[config.mk]
export PLATFORM = sky130hd
export DESIGN_NAME = button_event
export DESIGN_NICKNAME = d
export VERILOG_FILES = /design/src/rtl/ui_pkg.sv /design/src/rtl/button_event.sv
export SDC_FILE = /design/constraint.sdc
export NUM_CORES = 1
export LEC_CHECK = 0
export BUFFER_PORTS_ARGS = -buffer_cell sky130_fd_sc_hd__buf_2
export CAP_MARGIN = 20
export CORE_ASPECT_RATIO = 0.7
export CORE_MARGIN = 2
export CORE_UTILIZATION = 61
export DETAILED_ROUTE_END_ITERATION = 8
export PLACE_DENSITY = 0.81
export RECOVER_POWER = 25
export SLEW_MARGIN = 20
export SYNTH_ARGS = -nofsm -noshare
export SYNTH_HDL_FRONTEND = slang
export SYNTH_SLANG_ARGS = --single-unit
[constraint.sdc]
create_clock -name clk -period 2.6 [get_ports clk]
set_input_delay 0.26 -clock clk [delete_from_list [all_inputs] [get_ports clk]]
set_output_delay 0.26 -clock clk [all_outputs]
set_load 0.005 [all_outputs]
[src/rtl/ui_pkg.sv]
// Shared UI types: button FSM states and default hold/repeat timing
// for the 100 MHz board clock.
package ui_pkg;

   typedef enum logic [1:0] {
      IDLE    = 2'd0,
      PRESSED = 2'd1,
      HELD    = 2'd2
   } btn_state_e;

   localparam int HOLD_CYCLES_DEF   = 50_000_000;
   localparam int REPEAT_CYCLES_DEF = 10_000_000;

   function automatic int max_int(input int a, input int b);
      return (a > b) ? a : b;
   endfunction

endpackage

[src/rtl/button_event.sv]
// Turns a debounced button level into registered single-cycle events:
// press, release, tap, long-press and auto-repeat, plus a held level.
module button_event
   import ui_pkg::*;
#(
   parameter int HOLD_CYCLES   = HOLD_CYCLES_DEF,
   parameter int REPEAT_CYCLES = REPEAT_CYCLES_DEF
) (
   input  logic clk,
   input  logic reset,
   input  logic in,
   output logic press_pulse,
   output logic release_pulse,
   output logic tap_pulse,
   output logic long_pulse,
   output logic repeat_pulse,
   output logic held
);

   localparam int CNT_W = $clog2(max_int(HOLD_CYCLES, REPEAT_CYCLES));
   localparam logic [CNT_W-1:0] HOLD_LAST = CNT_W'(HOLD_CYCLES - 1);
   localparam logic [CNT_W-1:0] REP_LAST  = CNT_W'(REPEAT_CYCLES - 1);

   btn_state_e state_q, state_d;
   logic [CNT_W-1:0] cnt_q, cnt_d;
   logic press_q, press_d;
   logic rel_q, rel_d;
   logic tap_q, tap_d;
   logic long_q, long_d;
   logic rep_q, rep_d;

   always_comb begin
      state_d = state_q;
      cnt_d   = cnt_q;
      press_d = 1'b0;
      rel_d   = 1'b0;
      tap_d   = 1'b0;
      long_d  = 1'b0;
      rep_d   = 1'b0;
      unique case (state_q)
         IDLE: begin
            if (in) begin
               state_d = PRESSED;
               cnt_d   = '0;
               press_d = 1'b1;
            end
         end
         PRESSED: begin
            // release is checked first so it wins over the threshold
            if (!in) begin
               state_d = IDLE;
               cnt_d   = '0;
               rel_d   = 1'b1;
               tap_d   = 1'b1;
            end else if (cnt_q == HOLD_LAST) begin
               state_d = HELD;
               cnt_d   = '0;
               long_d  = 1'b1;
            end else begin
               cnt_d = cnt_q + CNT_W'(1);
            end
         end
         HELD: begin
            if (!in) begin
               state_d = IDLE;
               cnt_d   = '0;
               rel_d   = 1'b1;
            end else if (cnt_q == REP_LAST) begin
               cnt_d = '0;
               rep_d = 1'b1;
            end else begin
               cnt_d = cnt_q + CNT_W'(1);
            end
         end
         default: begin
            state_d = IDLE;
            cnt_d   = '0;
         end
      endcase
   end

   always_ff @(posedge clk or posedge reset) begin
      if (reset) begin
         state_q <= IDLE;
         cnt_q   <= '0;
         press_q <= 1'b0;
         rel_q   <= 1'b0;
         tap_q   <= 1'b0;
         long_q  <= 1'b0;
         rep_q   <= 1'b0;
      end else begin
         state_q <= state_d;
         cnt_q   <= cnt_d;
         press_q <= press_d;
         rel_q   <= rel_d;
         tap_q   <= tap_d;
         long_q  <= long_d;
         rep_q   <= rep_d;
      end
   end

   assign press_pulse   = press_q;
   assign release_pulse = rel_q;
   assign tap_pulse     = tap_q;
   assign long_pulse    = long_q;
   assign repeat_pulse  = rep_q;
   assign held          = (state_q == HELD);

endmodule

* After elaboration in Yosys (flattened, before gate mapping) *
Cells that the tools add are included.

word-level totals
  bits of input ports = 3
  word-level logic and storage cells = 40
  bits in registers = 33
  output and inout bits = 6

cells by class
  $add $sub $neg = 1
  reduce and logical (&&, ||, !) cells = 3
  equality and inequality tests = 7
  muxes and demuxes = 22

operators with widths
  operator                                                           count
  26-bit 2-to-1 mux                                                  5
  26-bit case mux with 3 select lines                                1
  26-bit by 1-bit adder with 26-bit output, second input constant    1
  26-bit by 24-bit == test with 1-bit output, second input constant  1
  26-bit == test, second input constant                              1
  1-bit 2-to-1 mux                                                   11
  2-bit 2-to-1 mux                                                   4
  2-bit case mux with 3 select lines                                 1
  2-bit != test, second input constant                               2
  3-bit != test, second input constant                               1
  3-bit AND reduction                                                1
  2-bit by 1-bit == test with 1-bit output, second input constant    1
  2-bit == test, second input constant                               1
  2-bit logical NOT                                                  1
  2-bit OR reduction                                                 1

* Longest topological paths before layout *
Gate-level depths: netlist of the first run.

  word-level depth = 4
  depth in mapped cells = 8

* Least setup slack after synthesis of the first run *
Ideal clock, no wire load.

  kind = register -> register
  from = reg cnt_q[11]
  to = reg state_q[0]
  cell stages (with the launch flop) = 8
  required time = 2,474 ps
  arrival = 2,001 ps
  path slack = 473 ps
  period minus slack after synthesis = 2,127 ps
  setup time = 126 ps
  path buffers = 2
  cell sequence = dfrtp_1 -> buf_6 -> or4bb_1 -> nor4_4 -> a21boi_2 -> buf_6 -> o211a_1 -> a221o_1

on the way
  cells in the longest elaborated chain, start to end = 3

ends and longest elaborated chain
  item                           line                RTL
  from (decl)                    button_event.sv:25  logic [CNT_W-1:0] cnt_q, cnt_d;
  from (signal assigned)         button_event.sv:93  cnt_q <= cnt_d;
  26-bit == test                 button_event.sv:55  end else if (cnt_q == HOLD_LAST) begin
  3-bit != test (no line)        n/a
  3-bit AND reduction (no line)  n/a
  to (signal assigned)           button_event.sv:92  state_q <= state_d;
  to (decl)                      button_event.sv:24  btn_state_e state_q, state_d;

Every way passes these cells.
A chain may end at the register's enable or synchronous reset.

* Final worst setup path of the first run *
  from = reg cnt_q[18]
  to = reg cnt_q[21]

on the way
  cells in the longest elaborated chain, start to end = 4
  elaborated cells on any way between the ends = 8
  classes of those cells = add/sub (1); eq/ne (2); mux (5)

ends and longest elaborated chain
  item                                                              line                                    RTL
  26-bit by 1-bit adder with 26-bit output (tied with other cells)  button_event.sv:60, button_event.sv:72
  26-bit 2-to-1 mux (on tied branches)                              button_event.sv:68, button_event.sv:55
  26-bit 2-to-1 mux (on tied branches)                              button_event.sv:64, button_event.sv:50
  26-bit case mux with 3 select lines (*)                           button_event.sv:40                      unique case (state_q)

Mark *: on every way between the ends. The rest lies on a longest branch, timed or not.

==> flow_metrics.env, run 1 <==
export IMPL_cts_tree="built"
export IMPL_slew_limit_headroom_pct=-18.7
export IMPL_clock_sink_count=33
export IMPL_period_minus_slack_ps=2320
export IMPL_layout_nets=268
export IMPL_report_final_slew_viol_count=34
export IMPL_finalSetupTns_ps=0
export IMPL_die_x_um=75.1
export IMPL_drt_pass1_iter_count=4
export IMPL_preCtsSetupSlack_ps=313
export IMPL_grt_overflow=0
export IMPL_cp_end_kind="register"
export IMPL_antenna_found_initial=0
export IMPL_r2r_start="cnt_q[18]$_DFFE_PP0P_"
export IMPL_leakage_nw=1.03
export IMPL_htreeDepth=2
export IMPL_diodes=0
export IMPL_peakVddDrop_mv=0.420
export IMPL_drc=0
export IMPL_routed_via_density=6.45
export IMPL_critical_path_buf_inv_count=1
export IMPL_netlist_instances=253
export IMPL_required_ps=2760
export IMPL_std_cell_rows=18
export IMPL_r2r_cells=6
export IMPL_finalCritPeriodShare_pct=89.3
export IMPL_max_freq_mhz=431
export IMPL_maxCapViolations=1
export IMPL_async_reset_ff_share_pct=100
export IMPL_clockBufferDepth=2
export IMPL_clkLatencyLatePin_ps=280
export IMPL_die_area_um2=4040
export IMPL_synthFlopType="dfrtp_1"
export IMPL_min_path_cells=2
export IMPL_initial_core_util_pct=62.6
export IMPL_ys_seq_area_share_pct=38.3
export IMPL_ios=9
export IMPL_ys_types=43
export IMPL_grt_pass1_wl_mm=8.46
export IMPL_root_buffer="clkbuf_8"
export IMPL_fp_coreArea_um2=3450
export IMPL_die_h_um=53.8
export IMPL_ys_warn_count=0
export IMPL_hold_viol_final=0
export IMPL_layout_commonest_cell="nand2_1"
export IMPL_skew_ps=4.68
export IMPL_syn_nets=260
export IMPL_drive_gt1_share_pct=13.4
export IMPL_crit_family="simple AND/OR/NAND/NOR gates"
export IMPL_status="finished with violations"
export IMPL_path_clk_slew_ps=70
export IMPL_cts_resized=0
export IMPL_initialDrtViolationCount=160
export IMPL_crit_type="register to register"
export IMPL_synth_edf_count=0
export IMPL_final_cell_mix="nand2_1, dfrtp_1, o221ai_1"
export IMPL_r2r_setup_slack_ps=280
export IMPL_grt_max_degree=34
export IMPL_critPathMaxStageDelay_ps=580
export IMPL_port_buffers=8
export IMPL_hpwl_mm=3.54
export IMPL_vias=2011
export IMPL_cts_buffers=5
export IMPL_drt_wl_total_mm=5.07
export IMPL_rsz0062_at_grt="false"
export IMPL_syn_area_per_cell_um2=8.53
export IMPL_ctsHoldBuffers=0
export IMPL_mappedNetlistArea_um2=2160
export IMPL_ys_ff_latch=33
export IMPL_crit_path_top_delay_cell="or4b_1"
export IMPL_crit_fanout=12
export IMPL_setup_slack_ps=279
export IMPL_r2r_end="cnt_q[21]$_DFFE_PP0P_"
export IMPL_track_usage_pct=28.1
export IMPL_critPathLaunchType="register"
export IMPL_cts_setup_buffers=0
export IMPL_worstPathCellList="or4b_1 > nor4_4 > a21boi_2 > o21ai_1 > buf_4 > o211ai_1"
export IMPL_min_from="in"
export IMPL_area_growth_pct=9.34
export IMPL_hold_end="tap_pulse$_DFF_PP0_"
export IMPL_routabilityCongestion=0.907
export IMPL_ant_nets=0
export IMPL_arrival_ps=2480
export IMPL_violations="capacitance limit, slew limit"
export IMPL_setup_viol=0
export IMPL_grt_pass1_vias=1714
export IMPL_hp_class="input port to register"
export IMPL_max_slew_worst_pin_slew_ps=1780
export IMPL_powerDensity_nw_per_um2=557
export IMPL_wire_per_inst_um=16.3
## routing by layer
layer | track usage, % | vias up | part of all wire [%]
li1 | - | 971 | -
met1 | 44.1 | 948 | 49
met2 | 38.6 | 88 | 43
met5 | 0 | - | 0
met3 | 6.74 | 4 | 7.7
met4 | 6.25 | 0 | 0.61
## cells in the mapped netlist (all sizes together), types with 3 or more instances
cell type,number,area (um^2)
and4,5,43.8
nand4,8,50.1
o21ai,6,30.0
nor3,7,35.0
nor2,12,45.0
inv,9,33.8
clkbuf,13,48.8
o221ai,15,131
nor2b,5,31.3
nand2,49,184
o31a,5,43.8
and3,4,25.0
o2111ai,5,43.8
nand3,14,70.1
ha,4,50.1
dfrtp,33,826
and2,9,56.3
o211ai,12,90.1
nor4,8,71.3
buf,7,53.8
o21a,3,22.5
## worst max-delay path by stage
stage | slack (ps) | from | end | depth (start not counted)
floorplan | 470 | cnt_q[11]$_DFFE_PP0P_ | state_q[0]$_DFFE_PP0P_ | 7
global placement | 390 | cnt_q[18]$_DFFE_PP0P_ | cnt_q[17]$_DFFE_PP0P_ | 6
detailed placement | 310 | cnt_q[18]$_DFFE_PP0P_ | cnt_q[24]$_DFFE_PP0P_ | 6
CTS | 290 | cnt_q[18]$_DFFE_PP0P_ | cnt_q[21]$_DFFE_PP0P_ | 6
global route | 130 | cnt_q[18]$_DFFE_PP0P_ | cnt_q[24]$_DFFE_PP0P_ | 6
finish | 280 | cnt_q[18]$_DFFE_PP0P_ | cnt_q[21]$_DFFE_PP0P_ | 6
## metrics by stage
step                hold WS [ps]  utilization (%)  area, um^2  power [W]  instances
finish                       254             68.4        2360    0.00131        312
global placement             368             65.6        2260   0.000887        304
detailed placement           373             65.6        2260   0.000887        304
CTS                         68.5             68.6        2360    0.00131        312
floorplan                    326                -        2160   0.000793        253
global route                 270             68.4        2360    0.00138        312
## logic make-up after synthesis
kind of cell | count (synthesis) | synth area share [%]
compound gates | 57 | 21.2
fa+ha+maj | 4 | 2.32
flops | 33 | 38.3
simple gates | 130 | 31.8
buf+inv | 29 | 6.32
## layout make-up
cell class,instances,area (um^2)
well taps,50,62.6
fillers,294,1090
clock inverters,1,5.00
flip-flops and latches,33,826
inverters,9,33.8
clock buffers,7,96.3
repair buffers,21,134
multi-input cells,191,1200
## power by group
| part | switching, W | internal [W] | total [W] | leakage (nW) |
|---|---|---|---|---|
| Clock | 0.000189 | 0.000239 | 0.000429 | 0.0542 |
| Sequential | 0.0000191 | 0.000541 | 0.000560 | 0.456 |
| Combinational | 0.000222 | 0.000102 | 0.000325 | 0.520 |
| Total | 0.000430 | 0.000883 | 0.00131 | 1.03 |
## sequential cells by signal, indices dropped and copies added, names as in the netlist
signal         cells
cnt_q             26
state_q            2
long_pulse         1
press_pulse        1
release_pulse      1
repeat_pulse       1
tap_pulse          1
Power figures use the tool's default switching activity.
==> run 2, diff against run 1 <==
--- a/config.mk
+++ b/config.mk
@@ -11,7 +11,7 @@
 export CORE_MARGIN = 2
 export CORE_UTILIZATION = 61
 export DETAILED_ROUTE_END_ITERATION = 8
-export PLACE_DENSITY = 0.81
+export PLACE_DENSITY = 0.8
 export RECOVER_POWER = 25
 export SLEW_MARGIN = 20
 export SYNTH_ARGS = -nofsm -noshare
==> flow_metrics.env, run 2 (synthesis gave the netlist of run 1 again) <==
export IMPL_ant_nets=0
export IMPL_max_slew_worst_pin_slew_ps=1790
export IMPL_initial_core_util_pct=62.6
export IMPL_busiest_layer="met2"
export IMPL_hold_viol_final=0
export IMPL_grt_pass1_vias=1885
export IMPL_grt_max_degree=34
export IMPL_report_final_slew_viol_count=34
export IMPL_critical_path_buf_inv_count=1
export IMPL_grt_util_met3_pct=7.30
export IMPL_utilization_pct=68.3
export IMPL_status="finished with violations"
export IMPL_path_clk_slew_ps=70
export IMPL_layout_cells_non_filler=314
export IMPL_worstPathCellList="or4b_1 > nor4_4 > a21boi_2 > buf_4 > o2111ai_1 > nand3_1"
export IMPL_clkLatencyLatePin_ps=290
export IMPL_hold_ws_ps=253
export IMPL_max_freq_mhz=417
export IMPL_peakVddDrop_mv=0.338
export IMPL_cts_setup_buffers=0
export IMPL_track_usage_pct=30.5
export IMPL_met2_usage_pct=44.7
export IMPL_maxCapViolations=1
export IMPL_r2r_end="cnt_q[22]$_DFFE_PP0P_"
export IMPL_area_growth_pct=9.16
export IMPL_routabilityCongestion=0.888
export IMPL_crit_fanout=17
export IMPL_leakage_nw=1.03
export IMPL_ios=9
export IMPL_fp_coreArea_um2=3450
export IMPL_drc=0
export IMPL_clock_sink_count=33
export IMPL_switching_power_w=0.000444
export IMPL_min_from="in"
export IMPL_switching_share_pct=35.0
export IMPL_crit_family="simple AND/OR/NAND/NOR gates"
export IMPL_clockBufferDepth=2
export IMPL_initialDrtViolationCount=204
export IMPL_grt_pass1_wl_mm=9.07
export IMPL_die_area_um2=4040
export IMPL_std_cell_rows=18
export IMPL_drive_gt1_share_pct=13.6
export IMPL_ctsHoldBuffers=0
export IMPL_die_x_um=75.1
export IMPL_r2r_start="cnt_q[18]$_DFFE_PP0P_"
export IMPL_cts_resized=0
export IMPL_placed_cells=306
export IMPL_slew_limit_headroom_pct=-19.6
export IMPL_finalCritPeriodShare_pct=92.2
export IMPL_period_minus_slack_ps=2400
export IMPL_routed_via_density=6.60
export IMPL_drt_wl_total_mm=5.48
export IMPL_largest_reg_flops=26
export IMPL_grt_overflow=0
export IMPL_required_ps=2760
export IMPL_finalSetupTns_ps=0
export IMPL_layout_nets=270
export IMPL_r2r_cells=6
export IMPL_hpwl_mm=3.81
export IMPL_p_int_w=0.000826
export IMPL_violations="capacitance limit, slew limit"
export IMPL_setup_viol=0
export IMPL_layout_commonest_cell="nand2_1"
export IMPL_seq_power_share_pct=44.5
export IMPL_hold_end="tap_pulse$_DFF_PP0_"
export IMPL_skew_ps=5.20
export IMPL_drt_pass1_iter_count=5
export IMPL_cp_end_kind="register"
export IMPL_powerDensity_nw_per_um2=540
export IMPL_largest_register="cnt_q"
export IMPL_wire_per_inst_um=17.5
export IMPL_critPathMaxStageDelay_ps=580
export IMPL_min_path_cells=2
export IMPL_diodes=0
export IMPL_final_cell_mix="nand2_1, dfrtp_1, o221ai_1"
export IMPL_die_h_um=53.8
export IMPL_hp_class="input port to register"
export IMPL_vias=2073
export IMPL_port_buffers=8
export IMPL_htreeDepth=2
export IMPL_r2r_setup_slack_ps=200
export IMPL_power_frac_comb_pct=25.6
export IMPL_root_buffer="clkbuf_8"
export IMPL_critPathLaunchType="register"
export IMPL_clkPwrFrac_pct=30.0
export IMPL_cts_buffers=5
export IMPL_crit_path_top_delay_cell="or4b_1"
export IMPL_reg_top3="cnt_q x26, state_q x2"
export IMPL_antenna_found_initial=0
export IMPL_arrival_ps=2560
export IMPL_grtUsageMet1_pct=43.5
export IMPL_cts_tree="built"
export IMPL_rsz0062_at_grt="false"
export IMPL_crit_type="register to register"
## run 2: cell count changes in the layout (fill, tap and decap cells not counted), sizes merged
cell	before	now
clkbuf	8	7
buf	20	22
clkinv	1	2
## run 2: area by class of cell
| class | count | area, um^2 |
|---|---|---|
| Multi-Input combinational cell | 191 | 1200 |
| Fill cell | 307 | 1090 |
| Sequential cell | 33 | 826 |
| Timing Repair Buffer | 23 | 149 |
| Clock buffer | 6 | 72.6 |
| Tap cell | 50 | 62.6 |
| Inverter | 9 | 33.8 |
| Clock inverter | 2 | 10.0 |
## run 2: per-layer routing
layer	wire length (um)	part of all wire, %	up-vias
met5	0	0	-
met3	409	7.5	13
met2	2430	44	84
li1	-	-	968
met4	79	1.4	0
met1	2560	47	1008
## run 2: how the worst max path moves through the flow
stage,slack [ps],depth (start not counted),end,startpoint
2_1_floorplan,470,7,state_q[0]$_DFFE_PP0P_,cnt_q[11]$_DFFE_PP0P_
3_3_place_gp,340,6,cnt_q[22]$_DFFE_PP0P_,cnt_q[18]$_DFFE_PP0P_
3_5_place_dp,240,6,cnt_q[22]$_DFFE_PP0P_,cnt_q[18]$_DFFE_PP0P_
4_1_cts,220,6,cnt_q[22]$_DFFE_PP0P_,cnt_q[18]$_DFFE_PP0P_
5_1_grt,50,6,cnt_q[22]$_DFFE_PP0P_,cnt_q[18]$_DFFE_PP0P_
6_report,200,6,cnt_q[22]$_DFFE_PP0P_,cnt_q[18]$_DFFE_PP0P_
## run 2: worst register-to-register path: stages (launching register included)
cell       delay (ps)
dfrtp_1           450
or4b_1            580
nor4_4            380
a21boi_2          250
buf_4             270
o2111ai_1         230
nand3_1           110
## run 2: power by group through the flow
stage	clock network, W	logic [W]	registers (W)
after floorplan	0	0.000225	0.000568
after global placement	0	0.000307	0.000572
after detailed placement	0	0.000318	0.000575
after CTS	0.000383	0.000320	0.000565
after global routing	0.000414	0.000353	0.000568
final	0.000381	0.000325	0.000565
## run 2: through the flow
stage / total power, W / instance area, um^2 / setup WS, ps
5_1_grt: 0.00134 / 2350 / 48.6
3_5_place_dp: 0.000893 / 2280 / 235
6_report: 0.00127 / 2350 / 203
4_1_cts: 0.00127 / 2360 / 223
2_1_floorplan: 0.000793 / 2160 / 473
3_3_place_gp: 0.000879 / 2280 / 339
==> run 3, diff against run 2 <==
--- a/config.mk
+++ b/config.mk
@@ -8,7 +8,6 @@
 export BUFFER_PORTS_ARGS = -buffer_cell sky130_fd_sc_hd__buf_2
 export CAP_MARGIN = 20
 export CORE_ASPECT_RATIO = 0.7
-export CORE_MARGIN = 2
 export CORE_UTILIZATION = 61
 export DETAILED_ROUTE_END_ITERATION = 8
 export PLACE_DENSITY = 0.8
==> constraint.sdc (replaced) <==
create_clock -name clk -period 2.41 [get_ports clk]
set_input_delay 0.241 -clock clk [delete_from_list [all_inputs] [get_ports clk]]
set_output_delay 0.241 -clock clk [all_outputs]
set_load 0.005 [all_outputs]
==> flow_metrics.env, run 3 (synthesis gave the netlist of run 1 again) <==
export IMPL_std_cell_rows=17
export IMPL_clkPwrFrac_pct=32.2
export IMPL_htreeDepth=2
export IMPL_finalSetupTns_ps=0
export IMPL_layout_nets=274
export IMPL_utilization_pct=74.0
export IMPL_r2r_cells=7
export IMPL_drive_gt1_share_pct=15.3
export IMPL_ant_nets=0
export IMPL_r2r_setup_slack_ps=100
export IMPL_cp_end_kind="register"
export IMPL_required_ps=2570
export IMPL_power_w=0.00145
export IMPL_antenna_found_initial=0
export IMPL_track_usage_pct=32.9
export IMPL_diodes=0
export IMPL_drc=0
export IMPL_setup_slack_ps=103
export IMPL_endpoint="cnt_q[24]$_DFFE_PP0P_"
export IMPL_grt_max_degree=34
export IMPL_final_cell_mix="nand2_1, dfrtp_1, buf_4"
export IMPL_setup_viol=0
export IMPL_period_minus_slack_ps=2310
export IMPL_violations="capacitance limit, slew limit"
export IMPL_placed_cells=306
export IMPL_max_slew_worst_pin_slew_ps=1790
export IMPL_path_clk_slew_ps=70
export IMPL_switching_share_pct=33.2
export IMPL_die_h_um=51.8
export IMPL_p_int_w=0.000971
export IMPL_vias=2096
export IMPL_leakage_nw=1.07
export IMPL_hp_class="input port to register"
export IMPL_powerDensity_nw_per_um2=603
export IMPL_finalCritPeriodShare_pct=95.7
export IMPL_largest_register="cnt_q"
export IMPL_peakVddDrop_mv=0.499
export IMPL_seq_power_share_pct=41.7
export IMPL_initialDrtViolationCount=252
export IMPL_port_buffers=8
export IMPL_crit_type="register to register"
export IMPL_drt_wl_total_mm=5.57
export IMPL_layout_commonest_cell="nand2_1"
export IMPL_report_final_slew_viol_count=34
export IMPL_cts_buffers=5
export IMPL_critPathLaunchType="register"
export IMPL_slew_limit_headroom_pct=-19.3
export IMPL_routed_via_density=6.65
export IMPL_hpwl_mm=3.64
export IMPL_r2r_end="cnt_q[24]$_DFFE_PP0P_"
export IMPL_routabilityCongestion=0.874
export IMPL_largest_reg_flops=26
export IMPL_clockBufferDepth=2
export IMPL_ios=9
export IMPL_r2r_start="cnt_q[19]$_DFFE_PP0P_"
export IMPL_arrival_ps=2470
export IMPL_cts_tree="built"
export IMPL_reg_top3="cnt_q x26, state_q x2"
export IMPL_preCtsSetupSlack_ps=122
export IMPL_hold_viol_final=0
export IMPL_wire_per_inst_um=17.7
export IMPL_clock_sink_count=33
export IMPL_grt_pass1_vias=1835
export IMPL_layout_cells_non_filler=315
export IMPL_max_freq_mhz=433
export IMPL_drt_pass1_iter_count=5
export IMPL_switching_power_w=0.000482
export IMPL_cp_startpoint="cnt_q[19]$_DFFE_PP0P_"
export IMPL_root_buffer="clkbuf_8"
export IMPL_maxCapViolations=1
export IMPL_area_growth_pct=11.6
export IMPL_status="finished with violations"
export IMPL_power_frac_comb_pct=26.1
export IMPL_clkLatencyLatePin_ps=290
export IMPL_fp_coreArea_um2=3250
export IMPL_ctsHoldBuffers=0
export IMPL_skew_ps=4.94
export IMPL_grt_pass1_wl_mm=9.27
export IMPL_die_area_um2=3780
export IMPL_crit_fanout=12
export IMPL_initial_core_util_pct=66.3
export IMPL_die_x_um=73.1
export IMPL_grt_overflow=0
## run 3: final cells by class
class                           count  area (um^2)
Clock inverter                      1         5.00
Fill cell                         261          847
Timing Repair Buffer               27          179
Clock buffer                        7         96.3
Sequential cell                    33          826
Tap cell                           47         58.8
Inverter                            9         33.8
Multi-Input combinational cell    191         1210
## run 3: critical path: stages, from the launching register on
cell and delay, ps:
dfrtp_1 460, or4bb_1 550, nor4_4 340, buf_4 190
a21boi_4 110, buf_4 220, o2111ai_1 210, nand3_1 110
## run 3: worst min-delay path by stage
stage	endpoint	slack, ps	start	depth (start not counted)
floorplan	release_pulse$_DFF_PP0_	310	in	1
global placement	cnt_q[9]$_DFFE_PP0P_	350	reset	3
detailed placement	cnt_q[9]$_DFFE_PP0P_	360	reset	3
CTS	cnt_q[9]$_DFFE_PP0P_	50	reset	3
global route	release_pulse$_DFF_PP0_	230	in	2
finish	tap_pulse$_DFF_PP0_	220	in	2
## run 3: stage by stage
stage	hold slack (ps)	cell area, um^2
6_report	221	2410
2_1_floorplan	307	2160
3_5_place_dp	357	2290
3_3_place_gp	354	2290
4_1_cts	53.7	2400
5_1_grt	229	2410
## run 3: power groups by stage
| stage | registers (W) | clock network (W) | logic [W] |
|---|---|---|---|
| 6_report | 0.000606 | 0.000468 | 0.000379 |
| 5_1_grt | 0.000609 | 0.000493 | 0.000418 |
| 4_1_cts | 0.000605 | 0.000467 | 0.000363 |
| 3_5_place_dp | 0.000615 | 0 | 0.000358 |
| 3_3_place_gp | 0.000613 | 0 | 0.000348 |
| 2_1_floorplan | 0.000613 | 0 | 0.000243 |
## run 3: layer usage
layer  GRT usage, %  part of all wire [%]  vias to the layer above
met2           47.8                    43                      118
met1           48.9                    46                      983
met5              0                     0                        -
met4           10.5                   1.8                        0
li1               -                     -                      981
met3           6.20                   9.2                       14
## run 3: what timing repair did
action                     in CTS  in global routing
resized for setup               0                  1
buffers inserted                0                  1
setup endpoints to repair       0                  5
